$ cat src/rtl/remainder_scheduler_pkg.sv
// Shared types and helpers for the remainder scheduler: FSM encoding and
// per-channel divider extraction from the packed divider bus.
package remainder_scheduler_pkg;

    localparam int unsigned SCHED_REM_WIDTH = 8;
    localparam int unsigned MAX_CHANNELS    = 16;
    localparam int unsigned MAX_REM_WIDTH   = 16;

    typedef enum logic [1:0] {
        S_IDLE   = 2'd0,
        S_SELECT = 2'd1,
        S_WAIT   = 2'd2,
        S_NEXT   = 2'd3
    } sched_state_t;

    // Returns channel k's divider; the caller zero-extends its bus to the
    // maximum supported width and truncates the result to its own REM_WIDTH.
    function automatic logic [MAX_REM_WIDTH-1:0] channel_divider(
        input logic [MAX_CHANNELS*MAX_REM_WIDTH-1:0] vec,
        input int unsigned                           k,
        input int unsigned                           rem_w
    );
        logic [MAX_REM_WIDTH-1:0] mask;
        mask = {MAX_REM_WIDTH{1'b1}} >> (MAX_REM_WIDTH - rem_w);
        return MAX_REM_WIDTH'(vec >> (k * rem_w)) & mask;
    endfunction

endpackage

$ cat src/rtl/remainder_scheduler.sv
// Time-shares one external long divider across N trigger channels, computing
// (pulse_id + 1) mod divider[k] for every enabled channel after each pulse-ID frame.
module remainder_scheduler
    import remainder_scheduler_pkg::*;
#(
    parameter int unsigned N_CHANNELS = 4,
    parameter int unsigned WIDTH      = 64,
    parameter int unsigned REM_WIDTH  = SCHED_REM_WIDTH
) (
    input  logic                            clk,
    input  logic                            reset,
    input  logic                            pulse_id_tick_i,
    input  logic [WIDTH-1:0]                pulse_id_i,
    input  logic [N_CHANNELS*REM_WIDTH-1:0] divider_i,
    input  logic [N_CHANNELS-1:0]           enable_i,
    output logic                            div_start_o,
    output logic [WIDTH-1:0]                div_a_o,
    output logic [WIDTH-1:0]                div_b_o,
    input  logic                            div_done_i,
    input  logic [WIDTH-1:0]                div_rem_i,
    output logic [N_CHANNELS*REM_WIDTH-1:0] rem_o,
    output logic [N_CHANNELS-1:0]           rem_valid_o,
    output logic                            busy_o,
    output logic                            overrun_o
);

    localparam int unsigned K_W   = (N_CHANNELS > 1) ? $clog2(N_CHANNELS) : 1;
    localparam int unsigned VEC_W = MAX_CHANNELS * MAX_REM_WIDTH;
    localparam logic [K_W-1:0] LAST_K = K_W'(N_CHANNELS - 1);

    sched_state_t                    state_q, state_d;
    logic [K_W-1:0]                  k_q, k_d;
    logic [WIDTH-1:0]                id_q, id_d;
    logic                            pending_q, pending_d;
    logic                            overrun_q, overrun_d;
    logic                            start_q, start_d;
    logic [WIDTH-1:0]                a_q, a_d;
    logic [WIDTH-1:0]                b_q, b_d;
    logic [N_CHANNELS*REM_WIDTH-1:0] rem_q, rem_d;
    logic [N_CHANNELS-1:0]           valid_q, valid_d;

    logic [REM_WIDTH-1:0] sel_div;
    logic                 tick_busy;

    assign sel_div   = REM_WIDTH'(channel_divider(VEC_W'(divider_i), 32'(k_q), REM_WIDTH));
    assign tick_busy = pulse_id_tick_i && (state_q != S_IDLE);

    always_comb begin
        // NOTE: every next-state signal gets a default here so no path through
        // the case statement can leave one unassigned and infer a latch.
        state_d   = state_q;
        k_d       = k_q;
        id_d      = id_q;
        pending_d = pending_q;
        overrun_d = overrun_q;
        start_d   = 1'b0;
        a_d       = a_q;
        b_d       = b_q;
        rem_d     = rem_q;
        valid_d   = '0;

        if (pulse_id_tick_i) begin
            id_d = pulse_id_i + WIDTH'(1);
        end
        // A tick while busy never aborts the current channel; it queues a restart.
        if (tick_busy) begin
            overrun_d = 1'b1;
            pending_d = 1'b1;
        end

        case (state_q)
            S_IDLE: begin
                if (pulse_id_tick_i) begin
                    k_d     = '0;
                    state_d = S_SELECT;
                end
            end
            S_SELECT: begin
                if (!enable_i[k_q]) begin
                    state_d = S_NEXT;
                end else if (sel_div == '0) begin
                    rem_d[k_q*REM_WIDTH +: REM_WIDTH] = '0;
                    valid_d[k_q]                      = 1'b1;
                    state_d                           = S_NEXT;
                end else begin
                    a_d     = id_q;
                    b_d     = WIDTH'(sel_div);
                    start_d = 1'b1;
                    state_d = S_WAIT;
                end
            end
            S_WAIT: begin
                if (div_done_i) begin
                    rem_d[k_q*REM_WIDTH +: REM_WIDTH] = REM_WIDTH'(div_rem_i);
                    valid_d[k_q]                      = 1'b1;
                    state_d                           = S_NEXT;
                end
            end
            S_NEXT: begin
                if (pending_q || pulse_id_tick_i) begin
                    k_d       = '0;
                    pending_d = 1'b0;
                    state_d   = S_SELECT;
                end else if (k_q == LAST_K) begin
                    state_d = S_IDLE;
                end else begin
                    k_d     = k_q + K_W'(1);
                    state_d = S_SELECT;
                end
            end
            default: state_d = S_IDLE;
        endcase
    end

    // NOTE: sequential state is updated only with non-blocking assignments so
    // every register samples the pre-edge values regardless of statement order.
    always_ff @(posedge clk or posedge reset) begin
        if (reset) begin
            state_q   <= S_IDLE;
            k_q       <= '0;
            id_q      <= '0;
            pending_q <= 1'b0;
            overrun_q <= 1'b0;
            start_q   <= 1'b0;
            a_q       <= '0;
            b_q       <= '0;
            rem_q     <= '0;
            valid_q   <= '0;
        end else begin
            state_q   <= state_d;
            k_q       <= k_d;
            id_q      <= id_d;
            pending_q <= pending_d;
            overrun_q <= overrun_d;
            start_q   <= start_d;
            a_q       <= a_d;
            b_q       <= b_d;
            rem_q     <= rem_d;
            valid_q   <= valid_d;
        end
    end

    assign div_start_o = start_q;
    assign div_a_o     = a_q;
    assign div_b_o     = b_q;
    assign rem_o       = rem_q;
    assign rem_valid_o = valid_q;
    assign busy_o      = (state_q != S_IDLE);
    assign overrun_o   = overrun_q;

endmodule

$ cat config.mk
export PLATFORM = sky130hd
export DESIGN_NAME = remainder_scheduler
export DESIGN_NICKNAME = d
export VERILOG_FILES = /design/src/rtl/remainder_scheduler_pkg.sv /design/src/rtl/remainder_scheduler.sv
export SDC_FILE = /design/constraint.sdc
export NUM_CORES = 1
export LEC_CHECK = 0
export CORE_ASPECT_RATIO = 0.75
export CORE_UTILIZATION = 30
export CTS_BUF_LIST = sky130_fd_sc_hd__clkbuf_2 sky130_fd_sc_hd__clkbuf_4 sky130_fd_sc_hd__clkbuf_8
export CTS_CLUSTER_DIAMETER = 150
export CTS_CLUSTER_SIZE = 25
export DETAILED_ROUTE_END_ITERATION = 7
export PLACE_DENSITY_LB_ADDON = 0.08
export SYNTH_ARGS = -nofsm -noshare
export SYNTH_HDL_FRONTEND = slang
export SYNTH_SLANG_ARGS = --single-unit
$ cat constraint.sdc
create_clock -name clk -period 10.15 [get_ports clk]
set_input_delay 2.03 -clock clk [delete_from_list [all_inputs] [get_ports clk]]
set_output_delay 2.03 -clock clk [all_outputs]
set_load 0.1 [all_outputs]
==> run summary, run 1 <==
## Yosys
- **number of synthesized flops with an enable pin** 0
- **total standard cell area after synthesis** 9130 sq um
- **gate count of the mapped netlist** 847
- **portion of the post-synthesis area used by sequential elements** 49.1%
- **Synth Register Bits** 179
- **cell type contributing the most total cell area after synthesis** sky130_fd_sc_hd__dfrtp_1
- **most used flip-flop cell after synthesis** sky130_fd_sc_hd__dfrtp_1
- **most repeated cell in the gate-level netlist after synthesis** sky130_fd_sc_hd__dfrtp_1
- **FFs w/ async S/R, synth** 100%
- **total of warnings raised by yosys** 0
- **area share of the largest cell type after synthesis** 49.1%
- **top area cells in the synthesized netlist** sky130_fd_sc_hd__dfrtp_1, sky130_fd_sc_hd__mux2_2, sky130_fd_sc_hd__buf_4
- **synth cell count leaders** sky130_fd_sc_hd__dfrtp_1, sky130_fd_sc_hd__nor2_1, sky130_fd_sc_hd__mux2_2, sky130_fd_sc_hd__buf_4, sky130_fd_sc_hd__nand3_1
- **count of cell types in the netlist** 62
- **mean instance size in the synthesized netlist** 10.8 sq um

## Timing
- **max_slew headroom** 20.5%
- **max-slew violation total from the final report** 0
- **Setup violations, final** 0
- **hold_ws** 0.479 ns
- **unrepaired setup endpoints after global routing** no
- **worst-margin pin slew** 1.18 ns
- **final hold viol count** 0
- **Worst Clk Skew** 0.0210 ns
- **final cycle utilization of the critical path** 45.9%
- **Post-Route Setup TNS** 0 ns
- **Final Critical Period** 4.66 ns
- **Max Clk Rate** 215 MHz

## Clock network
- **Root Buffer Master** sky130_fd_sc_hd__clkbuf_8
- **Reg clk slew, reported paths** 0.09 ns
- **insertion delay to the later sink of the worst-skew pair** 0.47 ns
- **maximum level of the CTS H-tree** 4
- **clk sinks** 179
- **number of buffers created by CTS** 17
- **maximum root-to-sink buffer count** 2
- **post-CTS setup buffer count** 0
- **CTS resizes** 0
- **clock tree from TritonCTS** done
- **hold_buf cts** 0

## Min path
- **worst hold path endpoint** overrun_o
- **worst hold path stage count** 1
- **class of the tightest hold or removal check** reg -> reg
- **hold wc startpoint** overrun_o

## Die
- **Die Outline Area** 31100 sq um
- **I/O pin count** 335
- **effective utilization at floorplan** 31.0%
- **FP Rows** 54
- **core area** 29500 sq um
- **width of the die** 203 microns
- **height of the die** 153 microns

## Worst setup path
- **data arrival time of the critical path** 5.06 ns
- **worst flop-to-flop path startpoint** k_q[0]
- **cell depth of the worst flop-to-flop path** 5
- **stage delay of the slowest cell on the critical path** 0.81 ns
- **Critical Path Fanout Max** 8
- **R2R setup slack** 6.48 ns
- **Reg-to-Reg End** rem_o[25]
- **worst path cell trace** clkdlybuf4s50_1 > mux4_2 > nor4_1 > nand2_1 > nor3_2 > a221o_1
- **Critical Path Slowest Stage Cell** sky130_fd_sc_hd__nor4_1
- **startpoint types** primary input
- **kind of end point of the critical path** flip-flop
- **worst endpoint required time** 10.55 ns
- **start-to-end type of the worst setup path** in -> reg

## Global routing
- **total track usage** 17.1%
- **largest net degree at the start of global routing** 112
- **number of antenna violations at the first check in global routing** 0
- **vias in the first global route** 6949
- **global-route wire length before repair** 41300 microns
- **remaining global-route overflow** 0

## Route
- **iteration-0 DRC count of the detailed router** 343
- **first drt pass iteration count** 5
- **average vias per placed instance** 4.88
- **antenna-violating nets left** 0
- **Routed WL per cell** 17.8 microns
- **number of design rule violations left after detail routing** 0
- **total vias in the final route** 7129
- **Routed WL** 26000 microns

## Power and ir drop
- **overall power** 0.00379 W
- **Leak** 4.72 nW
- **cell area power density** 317 nW/um^2
- **worst voltage drop across the vdd grid** 193 uV

## Job
- **max-cap violations** 0

## Place
- **area of placed instances** 11500 sq um
- **number of buffers inserted by port buffering** 222
- **Placed Cells** 1430
- **estimated wirelength of the detail-placed design** 18400 microns
- **routability-driven placement congestion ratio** 0.807

## Cells and area
- **fraction of layout instances using a drive strength above 1** 13.1%
- **number of nets in the finished design** 1236
- **Fill cells** 2961
- **Diodes inserted** 0
- **Design Area, Final** 12000 sq um
- **P&R area growth vs syn** 31.0%
- **Post-Layout Cell Count** 1462

## Run status
- **result of the run** finished clean

worst max-delay path by stage:
stage | from | endpoint | slack [ns] | cells past startpoint
3_5_place_dp | divider_i[24] | rem_o[24] | 5.00 | 6
3_3_place_gp | divider_i[25] | rem_o[24] | 4.96 | 6
5_1_grt | divider_i[25] | rem_o[24] | 5.30 | 6
4_1_cts | divider_i[24] | rem_o[25] | 5.51 | 6
6_report | divider_i[25] | rem_o[25] | 5.49 | 6
2_1_floorplan | reset | div_a_o[0] | 3.26 | 1
critical path, delay by kind of cell:
kind | cells | cell delay (ns)
and+or+nand+nor | 3 | 1.88
muxes | 1 | 0.49
buffers and inverters | 1 | 0.39
AOI/OAI and AO/OA | 1 | 0.26
where the power goes:
part	switching [W]	internal [W]
clock network	0.000292	0.000259
registers	0.000116	0.000907
logic	0.00166	0.000561
per-stage QoR:
| stage | setup slack, ns | utilization, % |
|---|---|---|
| global placement | 4.96 | 39.1 |
| detailed placement | 5.00 | 39.1 |
| finish | 5.49 | 40.6 |
| floorplan | 3.26 | - |
| global route | 5.30 | 40.6 |
| CTS | 5.51 | 40.6 |
kinds of logic (layout without fill, tap and decap cells):
group / after synthesis / count (layout) / share of synthesized area (%)
AO/OA/AOI/OAI: 140 / 140 / 11.2
XOR/XNOR: 30 / 30 / 2.88
adder cells (fa/ha/maj): 11 / 11 / 1.51
buffers and inverters: 112 / 280 / 7.40
flip-flops: 179 / 179 / 49.1
multiplexers: 83 / 83 / 11.2
other: 1 / 56 / 0.0411
AND/OR/NAND/NOR: 291 / 291 / 16.7
cell type report:
| cell class | instances | area, sq um | area share, % |
|---|---|---|---|
| tap | 392 | 490 | 4.10 |
| multi-input combinational | 611 | 4200 | 35.1 |
| clock buffer | 18 | 248 | 2.07 |
| timing repair buffer | 229 | 2270 | 19.0 |
| sequential | 179 | 4480 | 37.5 |
| inverter | 19 | 78.8 | 0.659 |
| clock inverter | 14 | 190 | 1.59 |
per-layer routing:
layer	share of wire, %	up-vias	GRT usage, %
li1	-	3411	-
met1	51	3512	25.9
met2	44	192	24.9
met3	4.8	14	3.41
met4	0.79	0	3.69
met5	0	-	0
layout by cell type, fill, tap and decap left out, types with 4 or more instances in the layout:
cell type,n
sky130_fd_sc_hd__a211o_1,4
sky130_fd_sc_hd__a21oi_1,39
sky130_fd_sc_hd__a221o_1,26
sky130_fd_sc_hd__a22o_1,8
sky130_fd_sc_hd__a31oi_1,16
sky130_fd_sc_hd__and2_1,4
sky130_fd_sc_hd__and3_1,19
sky130_fd_sc_hd__and4_1,6
sky130_fd_sc_hd__buf_4,8
sky130_fd_sc_hd__clkbuf_8,18
sky130_fd_sc_hd__clkdlybuf4s50_1,221
sky130_fd_sc_hd__conb_1,56
sky130_fd_sc_hd__dfrtp_1,179
sky130_fd_sc_hd__ha_1,11
sky130_fd_sc_hd__inv_1,18
sky130_fd_sc_hd__inv_6,5
sky130_fd_sc_hd__mux2_2,73
sky130_fd_sc_hd__mux4_2,8
sky130_fd_sc_hd__nand2_1,42
sky130_fd_sc_hd__nand2b_1,6
sky130_fd_sc_hd__nand3_1,44
sky130_fd_sc_hd__nand4_1,21
sky130_fd_sc_hd__nor2_1,83
sky130_fd_sc_hd__nor2b_1,9
sky130_fd_sc_hd__nor3_1,11
sky130_fd_sc_hd__nor3_2,5
sky130_fd_sc_hd__nor4_1,10
sky130_fd_sc_hd__o211ai_1,6
sky130_fd_sc_hd__o21ai_0,12
sky130_fd_sc_hd__o31ai_1,7
sky130_fd_sc_hd__or3_1,6
sky130_fd_sc_hd__or4_1,11
sky130_fd_sc_hd__xnor2_1,11
sky130_fd_sc_hd__xor2_1,19
flip-flops by register name, indices dropped and copies added, names as in the netlist, 2 cells and up:
name	cells
id_q	64
k_q	2
rem_o	32
div_b_o	8
div_a_o	64
rem_valid_o	4
state_q	2
(Power assumes the default switching activity.)
==> run 2: changes to the inputs <==
==> constraint.sdc (replaced) <==
create_clock -name clk -period 4.1 [get_ports clk]
set_input_delay 0.82 -clock clk [delete_from_list [all_inputs] [get_ports clk]]
set_output_delay 0.82 -clock clk [all_outputs]
set_load 0.1 [all_outputs]
==> run 2 against run 1 <==
Against the previous run:
- routed wire length increased by 1.7%
- register-to-register slack got worse by 5.6 ns
- clock skew decreased by 0.0066 ns
- combinational power increased by 150%
- sequential power increased by 150%
- core utilization increased by 0.26 points
- critical endpoint is now id_q[61]
- largest cell class unchanged
==> run summary, run 2 (synthesis gave the netlist of run 1 again) <==
## Timing
- **unrepaired setup endpoints after global routing** no
- **Setup violations, final** 0, unchanged
- **worst-margin pin slew** 1.08 ns, -0.0998 ns
- **Post-Route Setup TNS** 0 ns, unchanged
- **Final Critical Period** 3.25 ns
- **max-slew violation total from the final report** 0, unchanged
- **hold_ws** 0.470 ns, -0.00864 ns
- **max_slew headroom** 27.7%, +7.2 points
- **Max Clk Rate** 308 MHz
- **final cycle utilization of the critical path** 79.2%
- **final hold viol count** 0, unchanged
- **Worst Clk Skew** 0.0144 ns, -0.00659 ns

## Global routing
- **vias in the first global route** 7022, +1.1%
- **number of antenna violations at the first check in global routing** 0, unchanged
- **remaining global-route overflow** 0, unchanged
- **largest net degree at the start of global routing** 100, -11%
- **total track usage** 17.5%, +0.36 points
- **global-route wire length before repair** 41800 microns, +1.3%

## Route
- **antenna-violating nets left** 0, unchanged
- **iteration-0 DRC count of the detailed router** 397, +16%
- **first drt pass iteration count** 4, -1
- **Routed WL** 26500 microns, +1.7%
- **number of design rule violations left after detail routing** 0, unchanged
- **total vias in the final route** 7165, +0.50%
- **Routed WL per cell** 17.9 microns, +0.82%
- **average vias per placed instance** 4.86, -0.38%

## Clock network
- **maximum level of the CTS H-tree** 4, unchanged
- **number of buffers created by CTS** 17, unchanged
- **hold_buf cts** 0, unchanged
- **post-CTS setup buffer count** 0, unchanged
- **Reg clk slew, reported paths** 0.09 ns, about the same
- **CTS resizes** 0, unchanged
- **clk sinks** 179, unchanged
- **maximum root-to-sink buffer count** 2, unchanged
- **insertion delay to the later sink of the worst-skew pair** 0.46 ns, about the same
- **Root Buffer Master** sky130_fd_sc_hd__clkbuf_8
- **clock tree from TritonCTS** done

## Die
- **core area** 29500 sq um, unchanged
- **FP Rows** 54, unchanged
- **effective utilization at floorplan** 31.0%, unchanged
- **height of the die** 153 microns, unchanged
- **I/O pin count** 335, unchanged
- **Die Outline Area** 31100 sq um, unchanged
- **width of the die** 203 microns, unchanged

## Cells and area
- **most frequent cells in the layout** sky130_fd_sc_hd__clkdlybuf4s50_1, sky130_fd_sc_hd__dfrtp_1, sky130_fd_sc_hd__nor2_1
- **fraction of layout instances using a drive strength above 1** 14.2%, +1.1 points
- **commonest non-fill, non-tap cell in the layout** sky130_fd_sc_hd__clkdlybuf4s50_1
- **number of nets in the finished design** 1249, +1.1%
- **P&R area growth vs syn** 31.9%
- **Diodes inserted** 0, unchanged

## Power and ir drop
- **cell area power density** 772 nW/um^2, +140%
- **worst voltage drop across the vdd grid** 466 uV, +140%
- **Leak** 4.76 nW, +1.0%

## Worst setup path
- **start-to-end type of the worst setup path** in -> reg
- **data arrival time of the critical path** 3.61 ns, -1.45 ns
- **startpoint types** primary input
- **Critical Path Fanout Max** 22, +14
- **worst endpoint required time** 4.47 ns, -6.08 ns
- **kind of end point of the critical path** flip-flop

## Place
- **routability-driven placement congestion ratio** 0.791, -2.0%
- **estimated wirelength of the detail-placed design** 19200 microns, +4.4%
- **number of buffers inserted by port buffering** 222, unchanged

## Min path
- **class of the tightest hold or removal check** reg -> reg

## Run status
- **result of the run** finished clean

## Job
- **max-cap violations** 0, unchanged

run 2: worst paths after layout:
check / start / slack [ns] / depth (start not counted) / to
worst max-delay path: pulse_id_i[28] / 0.85 / 6 / id_q[61]
worst min-delay path: overrun_o / 0.47 / 1 / overrun_o
worst max register to register: k_q[0] / 0.89 / 6 / rem_o[18]
worst min register to register: overrun_o / 0.47 / 1 / overrun_o
max in group asynchronous: reset / 2.57 / 3 / id_q[28]
min in group asynchronous: reset / 0.76 / 2 / div_b_o[2]
run 2: layer usage:
| layer | track usage, % | vias to the layer above | wire, microns |
|---|---|---|---|
| li1 | - | 3448 | - |
| met1 | 27.3 | 3514 | 13900 |
| met2 | 24.3 | 187 | 11100 |
| met3 | 3.28 | 16 | 1190 |
| met4 | 4.48 | 0 | 328 |
| met5 | 0 | - | 0 |
run 2: layout make-up:
type                            instances  area (sq um)
Fill cell                            2934         17400
Clock buffer                           21           283
Inverter                               19          75.1
Clock inverter                         11           103
Timing Repair Buffer                  242          2400
Sequential cell                       179          4480
Tap cell                              392           490
Multi-Input combinational cell        611          4200
run 2: critical path, stage by stage:
cell and delay (ns):
sky130_fd_sc_hd__clkdlybuf4s50_1 0.58, sky130_fd_sc_hd__nand3_2 0.17, sky130_fd_sc_hd__or4_4 0.62, sky130_fd_sc_hd__or4_4 0.69
sky130_fd_sc_hd__or4_1 0.54, sky130_fd_sc_hd__o221ai_1 0.17
run 2: power breakdown:
part / internal (W) / leakage [nW] / switching (W)
registers: 0.00225 / 2.14 / 0.000289
clock network: 0.000539 / 0.192 / 0.000683
logic: 0.00141 / 2.43 / 0.00412
total: 0.00419 / 4.76 / 0.00510
run 2: stage by stage:
| step | cells | instance area [sq um] | setup slack (ns) | power, W | utilization [%] |
|---|---|---|---|---|---|
| 5_1_grt | 1475 | 12000 | 0.536 | 0.00969 | 40.8 |
| 4_1_cts | 1475 | 12000 | 0.767 | 0.00940 | 40.8 |
| 6_report | 1475 | 12000 | 0.854 | 0.00929 | 40.8 |
| 2_1_floorplan | 902 | 9340 | 0.985 | 0.00680 | - |
| 3_3_place_gp | 1443 | 11600 | 0.389 | 0.00812 | 39.5 |
| 3_5_place_dp | 1443 | 11600 | 0.394 | 0.00814 | 39.5 |
==> run 3: changes to the inputs <==
==> constraint.sdc (replaced) <==
create_clock -name clk -period 3 [get_ports clk]
set_input_delay 0.6 -clock clk [delete_from_list [all_inputs] [get_ports clk]]
set_output_delay 0.6 -clock clk [all_outputs]
set_load 0.1 [all_outputs]
==> run 3 against run 2 <==
Against the previous run:
- via count up 3.4%
- core utilization is 1.2 points higher
- power up 38%
- design area rose by 2.8%
- first-iteration DRC count fell by 26%
- non-clock buffer count up 66
- sequential cell count is the same
- count of clock-buffer cells in the layout shrank 2
- clock skew grew 0.0018 ns
- setup slack worse by 0.66 ns
==> run summary, run 3 (synthesis gave the netlist of run 1 again) <==
## Power and ir drop
- **Internal** 0.00586 W, +40%
- **worst voltage drop across the vdd grid** 988 uV, +110%
- **switching power share of the total** 54.4%, -0.42 points
- **combinational cell fraction of total power** 58.6%, -0.9 points
- **Clock power frac** 14.7%, +1.5 points
- **Leak** 5.26 nW, +11%
- **switching power** 0.00700 W, +37%
- **sequential share of power** 26.7%, -0.6 points
- **cell area power density** 1040 nW/um^2, +35%

## Route
- **antenna-violating nets left** 0, unchanged
- **average vias per placed instance** 4.81, -1.0%
- **iteration-0 DRC count of the detailed router** 294, -26%
- **first drt pass iteration count** 5, +1
- **Routed WL per cell** 17.3 microns, -3.5%
- **Routed WL** 26700 microns, +0.80%
- **total vias in the final route** 7410, +3.4%
- **number of design rule violations left after detail routing** 0, unchanged

## Cells and area
- **commonest non-fill, non-tap cell in the layout** sky130_fd_sc_hd__buf_4
- **Design Area, Final** 12400 sq um, +2.8%
- **number of nets in the finished design** 1315, +5.3%
- **most frequent cells in the layout** sky130_fd_sc_hd__buf_4, sky130_fd_sc_hd__dfrtp_1, sky130_fd_sc_hd__clkdlybuf4s50_1
- **P&R area growth vs syn** 35.6%
- **fraction of layout instances using a drive strength above 1** 28.7%, +15 points
- **total area of multi-input combinational cells** 4200 sq um, unchanged
- **Fill cells** 2938, +0.14%
- **combined flip-flop and latch cell area** 4480 sq um, unchanged
- **final cell utilization of the core** 42.0%, +1.2 points
- **Diodes inserted** 0, unchanged

## Timing
- **Max Clk Rate** 357 MHz
- **unrepaired setup endpoints after global routing** no
- **Setup violations, final** 0, unchanged
- **Final Critical Period** 2.80 ns
- **final hold viol count** 0, unchanged
- **max-slew violation total from the final report** 0, unchanged
- **worst-margin pin slew** 0.896 ns, -0.185 ns
- **Worst Clk Skew** 0.0162 ns, +0.00180 ns
- **max_slew headroom** 40.2%, +13 points
- **final cycle utilization of the critical path** 93.5%

## Worst setup path
- **R2R setup slack** 0.39 ns, -0.50 ns
- **worst endpoint required time** 3.35 ns, -1.12 ns
- **cell depth of the worst flop-to-flop path** 8, +2
- **kind of end point of the critical path** flip-flop
- **data arrival time of the critical path** 3.16 ns, -0.45 ns
- **startpoint types** primary input
- **start-to-end type of the worst setup path** in -> reg
- **Critical Path Fanout Max** 15, -32%
- **worst flop-to-flop path startpoint** k_q[0]
- **Reg-to-Reg End** rem_o[20]

## Die
- **Die Outline Area** 31100 sq um, unchanged
- **width of the die** 203 microns, unchanged
- **effective utilization at floorplan** 31.0%, unchanged
- **core area** 29500 sq um, unchanged
- **FP Rows** 54, unchanged
- **I/O pin count** 335, unchanged
- **height of the die** 153 microns, unchanged

## Run status
- **result of the run** finished clean

## Global routing
- **global-route wire length before repair** 41600 microns, -0.46%
- **largest net degree at the start of global routing** 96, -4.0%
- **number of antenna violations at the first check in global routing** 0, unchanged
- **vias in the first global route** 7129, +1.5%
- **total track usage** 17.4%, -0.041 points
- **remaining global-route overflow** 0, unchanged

## Clock network
- **clk sinks** 179, unchanged
- **CTS resizes** 0, unchanged
- **Root Buffer Master** sky130_fd_sc_hd__clkbuf_8
- **maximum level of the CTS H-tree** 4, unchanged
- **insertion delay to the later sink of the worst-skew pair** 0.47 ns, about the same
- **post-CTS setup buffer count** 0, unchanged
- **hold_buf cts** 0, unchanged
- **maximum root-to-sink buffer count** 2, unchanged
- **Reg clk slew, reported paths** 0.09 ns, about the same
- **number of buffers created by CTS** 17, unchanged
- **clock tree from TritonCTS** done

## Min path
- **worst hold path stage count** 1, unchanged
- **hold wc startpoint** overrun_o
- **worst hold path endpoint** overrun_o
- **class of the tightest hold or removal check** reg -> reg

## Place
- **number of buffers inserted by port buffering** 222, unchanged
- **routability-driven placement congestion ratio** 0.795, +0.51%
- **estimated wirelength of the detail-placed design** 19900 microns, +3.7%
- **area of placed instances** 11900 sq um, +2.4%

## Job
- **max-cap violations** 0, unchanged

run 3: layout make-up:
cell class	count	area share [%]
Tap cell	392	3.96
Timing Repair Buffer	308	21.7
Multi-Input combinational cell	611	33.9
Clock inverter	13	1.57
Inverter	19	0.607
Sequential cell	179	36.2
Clock buffer	19	2.01
run 3: stage by stage:
| stage | cells | setup TNS (ns) | worst slack, ns | total power [W] | hold slack [ns] |
|---|---|---|---|---|---|
| finish | 1541 | 0 | 0.196 | 0.0129 | 0.465 |
| global route | 1541 | 0 | 0.203 | 0.0134 | 0.497 |
| CTS | 1541 | 0 | 0.243 | 0.0130 | 0.472 |
| detailed placement | 1509 | -2.57 | -0.264 | 0.0111 | 0.450 |
| global placement | 1509 | -2.39 | -0.255 | 0.0110 | 0.448 |
| floorplan | 902 | 0 | 0.105 | 0.00929 | 0.447 |
run 3: metal layers:
metal	up-vias	GRT usage (%)	routed length (microns)
li1	3586	-	-
met2	182	24.7	11500
met1	3625	26.8	13600
met5	-	0	0
met4	0	4.55	311
met3	17	3.22	1240
run 3: worst max-delay path by stage:
stage | startpoint | endpoint | slack (ns)
6_report | pulse_id_i[30] | id_q[55] | 0.20
5_1_grt | pulse_id_i[30] | id_q[61] | 0.20
4_1_cts | pulse_id_i[30] | id_q[61] | 0.24
3_5_place_dp | pulse_id_i[30] | id_q[55] | -0.26
3_3_place_gp | pulse_id_i[28] | id_q[55] | -0.25
2_1_floorplan | reset | div_a_o[0] | 0.11
run 3: power by group through the flow:
| stage | Sequential [W] | Clock (W) | Combinational [W] |
|---|---|---|---|
| after floorplan | 0.00740 | 0 | 0.00190 |
| after global placement | 0.00349 | 0 | 0.00756 |
| after detailed placement | 0.00350 | 0 | 0.00759 |
| after CTS | 0.00345 | 0.00197 | 0.00760 |
| after global routing | 0.00354 | 0.00207 | 0.00781 |
| final | 0.00344 | 0.00189 | 0.00753 |
run 3: critical path, cell delays in order:
cell and delay [ns]:
sky130_fd_sc_hd__clkdlybuf4s50_1 0.50, sky130_fd_sc_hd__nand3_2 0.10, sky130_fd_sc_hd__or4_4 0.60, sky130_fd_sc_hd__or4_4 0.66
sky130_fd_sc_hd__buf_4 0.22, sky130_fd_sc_hd__o211a_1 0.22, sky130_fd_sc_hd__a211o_1 0.26
